--- config.mk ---
export PLATFORM = sky130hd
export DESIGN_NAME = clk_div_ctrl
export DESIGN_NICKNAME = d
export VERILOG_FILES = /design/src/rtl/clk_div_ctrl.sv
export SDC_FILE = /design/constraint.sdc
export NUM_CORES = 1
export LEC_CHECK = 0
export ABC_CLOCK_PERIOD_IN_PS = 6700
export CORE_UTILIZATION = 45
export CTS_CLUSTER_DIAMETER = 100
export DETAILED_ROUTE_END_ITERATION = 7
export GPL_ROUTABILITY_DRIVEN = 0
export PLACE_DENSITY = 0.76
export SLEW_MARGIN = 20
export SYNTH_ARGS = -nofsm -noshare
export SYNTH_HDL_FRONTEND = slang
export SYNTH_SLANG_ARGS = --single-unit
--- constraint.sdc ---
create_clock -name clk_i -period 6.7 [get_ports clk_i]
set_input_delay 0.67 -clock clk_i [delete_from_list [all_inputs] [get_ports clk_i]]
set_output_delay 0.67 -clock clk_i [all_outputs]
set_load 0.05 [all_outputs]
--- src/rtl/clk_div_ctrl.sv ---
// Run-time controller for the even-ratio clock divider: owns the half-period
// counter and a valid/ready port for re-programming the ratio at period boundaries.
module clk_div_ctrl #(
    parameter int CNT_W        = 8,
    parameter int DEFAULT_HALF = 3
) (
    input  logic             clk_i,
    input  logic             rst_i,
    input  logic             en_i,
    input  logic             cfg_valid_i,
    input  logic [CNT_W-1:0] cfg_half_i,
    output logic             cfg_ready_o,
    output logic             cfg_err_o,
    output logic             clk_out_o,
    output logic             tick_o,
    output logic             period_done_o,
    output logic             running_o,
    output logic             pending_o
);

    typedef enum logic [1:0] {
        S_IDLE = 2'd0,
        S_RUN  = 2'd1,
        S_STOP = 2'd2
    } state_t;

    localparam logic [CNT_W-1:0] ONE      = CNT_W'(1);
    localparam logic [CNT_W-1:0] HALF_RST = CNT_W'(DEFAULT_HALF);

    state_t           state_q, state_d;
    logic [CNT_W-1:0] cnt_q, cnt_d;
    logic [CNT_W-1:0] half_q, half_d;
    logic [CNT_W-1:0] pend_q, pend_d;
    logic             pending_q, pending_d;
    logic             clk_out_q, clk_out_d;
    logic             tick_q, tick_d;
    logic             pdone_q, pdone_d;
    logic             err_q, err_d;

    logic             xfer;
    logic             toggle;
    logic             fall;

    assign xfer = cfg_valid_i & ~pending_q;

    always_comb begin
        state_d   = state_q;
        cnt_d     = cnt_q;
        half_d    = half_q;
        pend_d    = pend_q;
        pending_d = pending_q;
        clk_out_d = clk_out_q;
        toggle    = 1'b0;
        fall      = 1'b0;
        err_d     = 1'b0;

        if (state_q == S_IDLE) begin
            cnt_d     = '0;
            clk_out_d = 1'b0;
            if (en_i) begin
                state_d = S_RUN;
            end
        end else begin
            if (cnt_q == half_q - ONE) begin
                toggle    = 1'b1;
                cnt_d     = '0;
                clk_out_d = ~clk_out_q;
            end else begin
                cnt_d = cnt_q + ONE;
            end
            fall = toggle & clk_out_q;

            // A re-raised enable wins over the stop boundary so the output never gaps.
            if (state_q == S_RUN) begin
                if (!en_i) begin
                    state_d = S_STOP;
                end
            end else if (en_i) begin
                state_d = S_RUN;
            end else if (fall) begin
                state_d = S_IDLE;
            end
        end

        tick_d  = toggle;
        pdone_d = fall;

        if (fall && pending_q) begin
            half_d    = pend_q;
            pending_d = 1'b0;
        end

        // A transfer needs pending low, so it never collides with the apply above.
        if (xfer) begin
            if (cfg_half_i == '0) begin
                err_d = 1'b1;
            end else if (state_q == S_IDLE) begin
                half_d = cfg_half_i;
            end else begin
                pend_d    = cfg_half_i;
                pending_d = 1'b1;
            end
        end
    end

    always_ff @(posedge clk_i or posedge rst_i) begin
        if (rst_i) begin
            state_q   <= S_IDLE;
            cnt_q     <= '0;
            half_q    <= HALF_RST;
            pend_q    <= '0;
            pending_q <= 1'b0;
            clk_out_q <= 1'b0;
            tick_q    <= 1'b0;
            pdone_q   <= 1'b0;
            err_q     <= 1'b0;
        end else begin
            state_q   <= state_d;
            cnt_q     <= cnt_d;
            half_q    <= half_d;
            pend_q    <= pend_d;
            pending_q <= pending_d;
            clk_out_q <= clk_out_d;
            tick_q    <= tick_d;
            pdone_q   <= pdone_d;
            err_q     <= err_d;
        end
    end

    assign cfg_ready_o   = ~pending_q;
    assign cfg_err_o     = err_q;
    assign clk_out_o     = clk_out_q;
    assign tick_o        = tick_q;
    assign period_done_o = pdone_q;
    assign running_o     = (state_q != S_IDLE);
    assign pending_o     = pending_q;

endmodule

==> flow_summary.json <==
{
  "rsz0062_at_grt": "no",
  "route.detailed.drc": 0,
  "crit_buf_inv": 2,
  "syn2layout_area_growth_pct": 19.9,
  "relSlewSlack": 0.472,
  "nets": 208,
  "layout_setup_ws_ps": 4100,
  "dp_hpwl_mm": 2.64,
  "utilization": 0.585,
  "antenna_found_initial": 0,
  "num_antenna_cells": 0,
  "cts_tree": "yes",
  "hold_depth": 1,
  "cts-hold-fix-buffers": 0,
  "worst_hold_slack_ps": 491,
  "max_cap_violations": 0,
  "worstPathCellList": "nor2_1 -> inv_1 -> clkdlybuf4s50_1",
  "synth_top_area_frac": 0.433,
  "syn_nets": 188,
  "routed_wl_mm": 3.61,
  "post-route-period-util": 0.388,
  "grt_overflow": 0,
  "fin_crit_ps": 2600,
  "synth.most_common_cell": "dfrtp_1",
  "cpPeakStageDelay_ps": 740,
  "synth.avg_cell_area_um2": 9.64,
  "cts_buffer_depth": 2,
  "synth_commonest_cells": "dfrtp_1 (29), nor2_1 (23), nand3_1 (13)",
  "finalHoldViolCount": 0,
  "ys.flop_type": "dfrtp_1",
  "root_buffer": "clkbuf_8",
  "core_area_um2": 3440,
  "grt_pass1_wl_mm": 6.15,
  "leakage_nw": 0.844,
  "htreeDepth": 2,
  "dieHeight_um": 63.1,
  "status": "completed",
  "vias": 1354,
  "cts_resized": 0,
  "grt_usage": 0.201,
  "ys_ff_latch": 31,
  "path_class": "reg2out",
  "arrival_ps": 1930,
  "dr.pass1.iters": 4,
  "clk_pin_slew_worst_paths_ps": 60,
  "ant_nets": 0,
  "cp_slowest_cell": "clkdlybuf4s50_1",
  "maxSlewViolCount": 0,
  "die_w_um": 63.1,
  "synth_area_leader_cell": "dfrtp_1",
  "vias_per_cell": 5.62,
  "start_kind": "flop",
  "max-vdd-ir-drop_uv": 221,
  "worstSkewPairLatency_ps": 280,
  "required_ps": 6030,
  "postCtsSetupBuffers": 0,
  "yosysWarnings": 0,
  "synth_edf_count": 0,
  "cp_top_family": "buffers and inverters",
  "cp-end-kind": "output pin",
  "dieArea_um2": 3980,
  "p_total_mw": 0.720,
  "powerDensity_nw_per_um2": 358,
  "crit_fanout": 7,
  "dp_slack_ps": 4080,
  "postSynth.asyncResetShare": 1.00,
  "synth_cells": 174,
  "avgRoutedWirePerCell_um": 15.0,
  "initial_core_util": 0.487,
  "cts_made_buffers": 5,
  "hp-class": "reg2reg",
  "worst_pin_slew_ps": 790,
  "synth_seq_area_share": 0.464,
  "num_rows": 21,
  "drtIter0Drc": 97,
  "fmax_mhz": 385,
  "pin_count": 19,
  "synth.cell_area_um2": 1680,
  "cts_num_sinks": 31,
  "io_buffers": 18,
  "drive_gt1_frac": 0.128,
  "synth_area_leaders": "dfrtp_1 (43%), nor2_1 (5.1%), xor2_1 (4.2%), and3_1 (4.1%), mux2_2 (4.0%)",
  "r2r.worst_path.cells": 8,
  "grt_max_degree": 32,
  "fin_skew_ps": 6.05,
  "grt_pass1_vias": 1379,
  "setup_violations": 0,
  "ys_types": 38,
  "fin_setup_tns_ps": 0,
  "crit_cells": 3
}
per-layer routing:
| metal | routed length (um) | share of wire | global-route usage | up-vias |
|---|---|---|---|---|
| li1 | - | - | - | 667 |
| met1 | 1680 | 0.47 | 0.254 | 648 |
| met2 | 1700 | 0.47 | 0.321 | 32 |
| met3 | 163 | 0.045 | 0.0562 | 7 |
| met4 | 68 | 0.019 | 0.0872 | 0 |
| met5 | 0 | 0 | 0 | - |
metrics by stage:
step,instance area [um^2],instances
final,2010,241
after global routing,2010,241
after CTS,2010,241
after detailed placement,1890,233
after global placement,1890,233
after floorplan,1680,174
state kept, by name (all words and copies together) (netlist names), 2 cells and up:
name,cells
state_q,2
half_q,8
pend_q,8
cnt_q,8
logic make-up (layout without fill, tap and decap cells):
| group | count (synthesis) | after routing | share of synthesized area |
|---|---|---|---|
| AND/OR/NAND/NOR | 72 | 72 | 0.234 |
| AO/OA/AOI/OAI | 37 | 37 | 0.148 |
| flip-flops | 31 | 31 | 0.464 |
| XOR/XNOR | 13 | 13 | 0.0679 |
| buffers and inverters | 13 | 34 | 0.0306 |
| multiplexers | 6 | 6 | 0.0403 |
| adder cells (fa/ha/maj) | 2 | 2 | 0.0149 |
worst paths after layout:
path | startpoint | end | slack [ps]
worst min register to register | state_q[1] | state_q[1] | 490
min in group asynchronous | rst_i | state_q[0] | 790
worst max register to register | half_q[0] | half_q[2] | 4130
max in group asynchronous | rst_i | cnt_q[0] | 5490
worst min-delay path | state_q[1] | state_q[1] | 490
worst max-delay path | state_q[0] | running_o | 4100
layout make-up:
type | count | area, um^2
Inverter | 8 | 30.0
Sequential cell | 31 | 778
Multi-Input combinational cell | 130 | 848
Clock buffer | 6 | 82.6
Fill cell | 298 | 1430
Timing Repair Buffer | 18 | 180
Tap cell | 46 | 57.6
Clock inverter | 2 | 35.0
power breakdown:
part	internal, mW	switching (mW)	leakage [nW]	total [mW]
logic	0.0963	0.120	0.408	0.217
clock network	0.120	0.0689	0.0612	0.189
registers	0.251	0.0633	0.375	0.314
placed cells by master, fill, tap and decap left out, types with 3 or more instances in the layout:
master | netlist | routed
dfrtp_1 | 29 | 29
inv_1 | 8 | 7
xor2_1 | 8 | 8
clkdlybuf4s50_1 | 0 | 18
xnor2_1 | 5 | 5
and3_1 | 11 | 11
a21oi_1 | 5 | 5
clkbuf_8 | 0 | 6
nor2_1 | 23 | 23
o21ai_1 | 9 | 9
nand3_1 | 13 | 13
a31oi_1 | 7 | 7
o21ai_0 | 5 | 5
mux2_2 | 6 | 6
nand2_1 | 5 | 5
nand2b_1 | 3 | 3
Power figures use the tool's default switching activity.
